===== src/rtl/umips_reg_file_if.sv =====
// Bundle of write-back, decode read and debug signals around the GPR file.
// The master side is the pipeline (WB/ID/debug); the slave side is the register file.
interface umips_reg_file_if #(
  parameter int unsigned DATA_W = 32,
  parameter int unsigned ADDR_W = 5,
  parameter int unsigned CNT_W  = 32
);
  // WB stage write-back
  logic              reg_write_w;
  logic              mem_to_reg_w;
  logic [DATA_W-1:0] read_data_w;
  logic [DATA_W-1:0] alu_out_w;
  logic [ADDR_W-1:0] write_reg_w;
  // ID stage read ports
  logic [ADDR_W-1:0] ra1;
  logic [ADDR_W-1:0] ra2;
  logic [DATA_W-1:0] rd1;
  logic [DATA_W-1:0] rd2;
  // Debug / visibility
  logic [ADDR_W-1:0] dbg_addr;
  logic [DATA_W-1:0] dbg_data;
  logic [DATA_W-1:0] result_w;
  logic [CNT_W-1:0]  wb_count;

  modport master (
    output reg_write_w,
    output mem_to_reg_w,
    output read_data_w,
    output alu_out_w,
    output write_reg_w,
    output ra1,
    output ra2,
    output dbg_addr,
    input  rd1,
    input  rd2,
    input  dbg_data,
    input  result_w,
    input  wb_count
  );

  modport slave (
    input  reg_write_w,
    input  mem_to_reg_w,
    input  read_data_w,
    input  alu_out_w,
    input  write_reg_w,
    input  ra1,
    input  ra2,
    input  dbg_addr,
    output rd1,
    output rd2,
    output dbg_data,
    output result_w,
    output wb_count
  );
endinterface


===== src/rtl/umips_reg_file.sv =====
// Architectural register file: selects the WB result, commits it to the GPRs,
// serves two bypassed decode read ports plus an unbypassed debug port, and
// counts committed writes.
module umips_reg_file #(
  parameter int unsigned DATA_W = 32,
  parameter int unsigned ADDR_W = 5,
  parameter int unsigned CNT_W  = 32
) (
  input logic              clk,
  input logic              rst,
  umips_reg_file_if.slave  bus
);

  localparam int NUM_REGS = 2 ** ADDR_W;

  logic [DATA_W-1:0] gpr_q [NUM_REGS];
  logic [CNT_W-1:0]  wb_count_q;
  logic [DATA_W-1:0] result;
  logic              write_en;
  logic              bypass_en;
  logic [DATA_W-1:0] rd1;
  logic [DATA_W-1:0] rd2;
  logic [DATA_W-1:0] dbg_data;

  // Write-back result select and commit qualification.
  // write_en is gated by reg_write_w first so X on the index cannot leak through.
  always_comb begin
    result    = bus.mem_to_reg_w ? bus.read_data_w : bus.alu_out_w;
    write_en  = bus.reg_write_w && (bus.write_reg_w != '0);
    // Bypass is suppressed while reset is held so ID sees the cleared state.
    bypass_en = write_en && rst;
  end

  // GPR storage; entry 0 is cleared on reset and never written.
  always_ff @(posedge clk or negedge rst) begin
    if (!rst) begin
      for (int i = 0; i < NUM_REGS; i++) begin
        gpr_q[i] <= '0;
      end
    end else if (write_en) begin
      gpr_q[bus.write_reg_w] <= result;
    end
  end

  // Committed-write counter, wraps naturally at 2**CNT_W.
  always_ff @(posedge clk or negedge rst) begin
    if (!rst) begin
      wb_count_q <= '0;
    end else if (write_en) begin
      wb_count_q <= wb_count_q + CNT_W'(1);
    end
  end

  // Decode read ports with same-cycle WB bypass; $zero always reads 0.
  always_comb begin
    rd1 = '0;
    if (bus.ra1 != '0) begin
      if (bypass_en && (bus.write_reg_w == bus.ra1)) begin
        rd1 = result;
      end else begin
        rd1 = gpr_q[bus.ra1];
      end
    end
    rd2 = '0;
    if (bus.ra2 != '0) begin
      if (bypass_en && (bus.write_reg_w == bus.ra2)) begin
        rd2 = result;
      end else begin
        rd2 = gpr_q[bus.ra2];
      end
    end
  end

  // Debug port returns the architectural value only, never the in-flight write.
  always_comb begin
    dbg_data = '0;
    if (bus.dbg_addr != '0) begin
      dbg_data = gpr_q[bus.dbg_addr];
    end
  end

  assign bus.result_w = result;
  assign bus.rd1      = rd1;
  assign bus.rd2      = rd2;
  assign bus.dbg_data = dbg_data;
  assign bus.wb_count = wb_count_q;

endmodule


===== src/flat_wrapper.sv =====
// flat-port wrapper written by rule: the top's interface ports become plain ports
module umips_reg_file_flat 
#(
  parameter int unsigned DATA_W = 32,
  parameter int unsigned ADDR_W = 5,
  parameter int unsigned CNT_W  = 32
)
  (clk, rst, bus_reg_write_w, bus_mem_to_reg_w, bus_read_data_w, bus_alu_out_w, bus_write_reg_w, bus_ra1, bus_ra2, bus_dbg_addr, bus_rd1, bus_rd2, bus_dbg_data, bus_result_w, bus_wb_count);
  umips_reg_file_if #(.DATA_W(DATA_W), .ADDR_W(ADDR_W), .CNT_W(CNT_W)) bus_i ();
  input logic clk;
  input logic rst;
  input wire logic [$bits(bus_i.reg_write_w)-1:0] bus_reg_write_w;
  input wire logic [$bits(bus_i.mem_to_reg_w)-1:0] bus_mem_to_reg_w;
  input wire logic [$bits(bus_i.read_data_w)-1:0] bus_read_data_w;
  input wire logic [$bits(bus_i.alu_out_w)-1:0] bus_alu_out_w;
  input wire logic [$bits(bus_i.write_reg_w)-1:0] bus_write_reg_w;
  input wire logic [$bits(bus_i.ra1)-1:0] bus_ra1;
  input wire logic [$bits(bus_i.ra2)-1:0] bus_ra2;
  input wire logic [$bits(bus_i.dbg_addr)-1:0] bus_dbg_addr;
  output wire logic [$bits(bus_i.rd1)-1:0] bus_rd1;
  output wire logic [$bits(bus_i.rd2)-1:0] bus_rd2;
  output wire logic [$bits(bus_i.dbg_data)-1:0] bus_dbg_data;
  output wire logic [$bits(bus_i.result_w)-1:0] bus_result_w;
  output wire logic [$bits(bus_i.wb_count)-1:0] bus_wb_count;
  assign bus_i.reg_write_w = bus_reg_write_w;
  assign bus_i.mem_to_reg_w = bus_mem_to_reg_w;
  assign bus_i.read_data_w = bus_read_data_w;
  assign bus_i.alu_out_w = bus_alu_out_w;
  assign bus_i.write_reg_w = bus_write_reg_w;
  assign bus_i.ra1 = bus_ra1;
  assign bus_i.ra2 = bus_ra2;
  assign bus_i.dbg_addr = bus_dbg_addr;
  assign bus_rd1 = bus_i.rd1;
  assign bus_rd2 = bus_i.rd2;
  assign bus_dbg_data = bus_i.dbg_data;
  assign bus_result_w = bus_i.result_w;
  assign bus_wb_count = bus_i.wb_count;
  umips_reg_file #(.DATA_W(DATA_W), .ADDR_W(ADDR_W), .CNT_W(CNT_W)) u_core (.clk(clk), .rst(rst), .bus(bus_i));
endmodule

===== config.mk =====
export PLATFORM = sky130hd
export DESIGN_NAME = umips_reg_file_flat
export DESIGN_NICKNAME = d
export VERILOG_FILES = /design/src/rtl/umips_reg_file_if.sv /design/src/rtl/umips_reg_file.sv /design/src/flat_wrapper.sv
export SDC_FILE = /design/constraint.sdc
export NUM_CORES = 2
export LEC_CHECK = 0
export ABC_CLOCK_PERIOD_IN_PS = 3100
export CORE_MARGIN = 1
export CORE_UTILIZATION = 62
export CTS_CLUSTER_SIZE = 25
export DETAILED_ROUTE_END_ITERATION = 12
export HOLD_SLACK_MARGIN = 0.02
export MAX_ROUTING_LAYER = met4
export PLACE_DENSITY = 0.8
export SETUP_SLACK_MARGIN = 0.5
export SYNTH_ARGS = -nofsm -noshare
export SYNTH_HDL_FRONTEND = slang
export SYNTH_SLANG_ARGS = --single-unit

===== constraint.sdc =====
create_clock -name clk -period 3.1 [get_ports clk]
set_clock_uncertainty 0.2 [all_clocks]
set_input_delay 0.31 -clock clk [delete_from_list [all_inputs] [get_ports clk]]
set_output_delay 0.31 -clock clk [all_outputs]
set_load 0.02 [all_outputs]

==> impl_metrics.tcl <==
set metrics [dict create \
    drive_above_1_share_pct 33.5 \
    critPathBufInv 3 \
    nets 6411 \
    postRouteAntennaNets 0 \
    vias 59400 \
    cts_root_buffer "clkbuf_16" \
    grt_pass1_wl_um 377000 \
    status "finished, violations left" \
    fin_tns_setup_ns -1.98 \
    fmax_mhz 305 \
    cpMostUsedCell "buf_4" \
    synth_top_area_share_pct 41.6 \
    finalPower_uw 50600 \
    critPathLaunchType "register" \
    final.period_utilization_pct 106 \
    cts_inserted_buffers 111 \
    yosys-top-cells-area "dfrtp_1, mux4_2, mux2i_1" \
    drt_iter0_drc 11400 \
    clkLatencyLatePin_ns 0.73 \
    cts_buffer_depth 3 \
    setup_ws_ns -0.177 \
    netlist.top_cell.by_area "dfrtp_1" \
    syn_area_um2 63500 \
    die_h_um 322 \
    fin_crit_ns 3.28 \
    drc 0 \
    die_area_um2 104000 \
    syn_avg_cell_area_um2 11.0 \
    crit_path_end_kind "output pin" \
    hold_violations 0 \
    drt_wl_total_um 262000 \
    path_delay_family "multiplexers" \
    htree_num_levels 3 \
    critPathArrivalTime_ns 2.77 \
    hold_class "in -> reg" \
    synth_cells 5764 \
    worstPathCellList "mux4_2 -> mux2i_2 -> o22ai_1 -> buf_4 -> nor3_4 -> a211oi_2 -> buf_4 -> buf_6" \
    synth.most_common_cell "dfrtp_1" \
    io_pins 248 \
    dieWidth_um 322 \
    drtPass1Iterations 10 \
    antenna_found_initial 8 \
    power_density_nw_per_um2 634 \
    grtUsageTotal_pct 51.6 \
    start_util_pct 62.4 \
    ys_warn_count 0 \
    synth-seq-area-share_pct 41.6 \
    grt_start_max_net_pins 172 \
    cts_tree "done" \
    cp_data_required_time_ns 2.59 \
    avgViaCountPerCell 7.62 \
    area_delta_synth_final_pct 25.5 \
    ys_top_cells_by_count "dfrtp_1, nor2_1, a21oi_1" \
    finalMaxSlewViolations 0 \
    grt_pass1_vias 57900 \
    crit_path_max_fanout 2 \
    rsz0062_at_grt "yes" \
    dp_hpwl_um 159000 \
    max_stage_delay_ns 0.50 \
    async_flop_share_pct 100 \
    p_leak_uw 0.0342 \
    violations "negative setup slack" \
    synth_edf_count 0 \
    drv_cap 0 \
    slew_headroom_pct 28.4 \
    yosysUniqueCellTypes 54 \
    synth_nets 5853 \
    gp_congestion 1.02 \
    worst_pin_slew_ns 1.07 \
    wl_per_cell_um 33.6 \
    slowest_stage "mux4_2" \
    ys_ff_latch 1056 \
    setup_viol 28 \
    irDropWorstVdd_mv 0.497 \
    coreArea_um2 102000 \
    port_buffers 247 \
    crit_type "reg -> out" \
    cts.sinks 1056 \
    overflow 0 \
    num_rows 117 \
    synthFlopType "dfrtp_1" \
    cts.clk_slew.worst_paths_ns 0.06 \
]
state kept, by name, indices dropped and copies added, names as in the netlist:
signal / cells
u_core.gpr_q: 1024
u_core.bus.wb_count: 32
report_power, final:
group / leakage, µW / internal [µW] / switching, µW
clock network: 0.00183 / 7990 / 6050
logic: 0.0193 / 8430 / 8000
registers: 0.0131 / 16700 / 3370
total: 0.0342 / 33200 / 17400
final cells by class:
cell class	instances	area, µm²
multi-input combinational	4008	36400
sequential	1056	26400
fill	5664	22000
timing repair buffer	1079	11200
clock buffer	155	3190
tap	1368	1710
clock inverter	47	542
inverter	66	251
antenna	15	37.5
per-layer routing:
layer / share of wire, % / up-vias / routed length (µm) / GRT usage, %
met3: 18 / 1841 / 46800 / 24.0
li1: - / 22500 / - / -
met4: 8.5 / 0 / 22300 / 35.2
met2: 42 / 6297 / 109000 / 68.5
met1: 32 / 28700 / 84000 / 62.4
met5: 0 / - / 0 / -
timing repair:
action,in CTS,in global routing
hold buffers,3,0
endpoints found under the hold margin,229,0
gates cloned,5,0
pin swaps,88,63
setup endpoints to repair,102,187
gates resized for setup,826,164
buffers inserted,150,85
final timing paths:
check	startpoint	to	slack [ns]	cells after the start
worst min register to register	u_core.gpr_q[1022]	u_core.gpr_q[1022]	0.21	0
min in group asynchronous	rst	u_core.gpr_q[916]	0.22	3
worst max register to register	u_core.bus.wb_count[0]	u_core.bus.wb_count[22]	0.71	6
max in group asynchronous	rst	u_core.gpr_q[47]	0.75	4
worst min-delay path	bus_reg_write_w	u_core.bus.wb_count[1]	0.03	5
worst max-delay path	u_core.gpr_q[789]	bus_rd2[21]	-0.18	8
placed cells by master (no fill, tap or decap), drive strengths merged, types with 24 or more instances in the layout:
cell type,Yosys,routed
clkdlybuf4s50,0,125
mux2,48,48
clkbuf,388,156
o21ai,440,440
nand2,517,517
a221oi,71,71
nor4,27,27
clkinv,0,28
mux2i,514,514
a22oi,109,109
o22ai,42,42
o211ai,24,24
o21a,24,24
a211oi,45,45
buf,248,938
xnor2,34,34
nor2,660,661
dfrtp,1056,1056
inv,66,68
and3,27,27
mux4,631,631
nor2b,23,24
a21oi,639,639
worst min-delay path: stages:
cell and delay [ns]:
dlymetal6s2s_1 0.17, o21ai_4 0.10, buf_4 0.14, nand2_1 0.11, nand2_1 0.09
metrics by stage:
stage | cells | setup WS, ns | utilization, % | area (µm²) | hold WS (ns)
floorplan | 5764 | 0.485 | - | 63500 | -0.186
global placement | 7334 | -0.705 | 70.7 | 72000 | 0.188
detailed placement | 7334 | -0.679 | 70.7 | 72000 | 0.187
CTS | 7694 | -0.130 | 76.9 | 78200 | 0.0246
global route | 7791 | -0.184 | 78.3 | 79700 | 0.0381
finish | 7794 | -0.177 | 78.4 | 79700 | 0.0348
cells by family after synthesis:
logic type                 share of synthesized area (%)
AOI/OAI and AO/OA                                   12.9
and+or+nand+nor                                     8.60
muxes                                               31.3
xor gates and xnor gates                           0.565
buffers and inverters                               5.00
DFF                                                 41.6
adders and majority gates                         0.0197
Power figures use the tool's default switching activity.
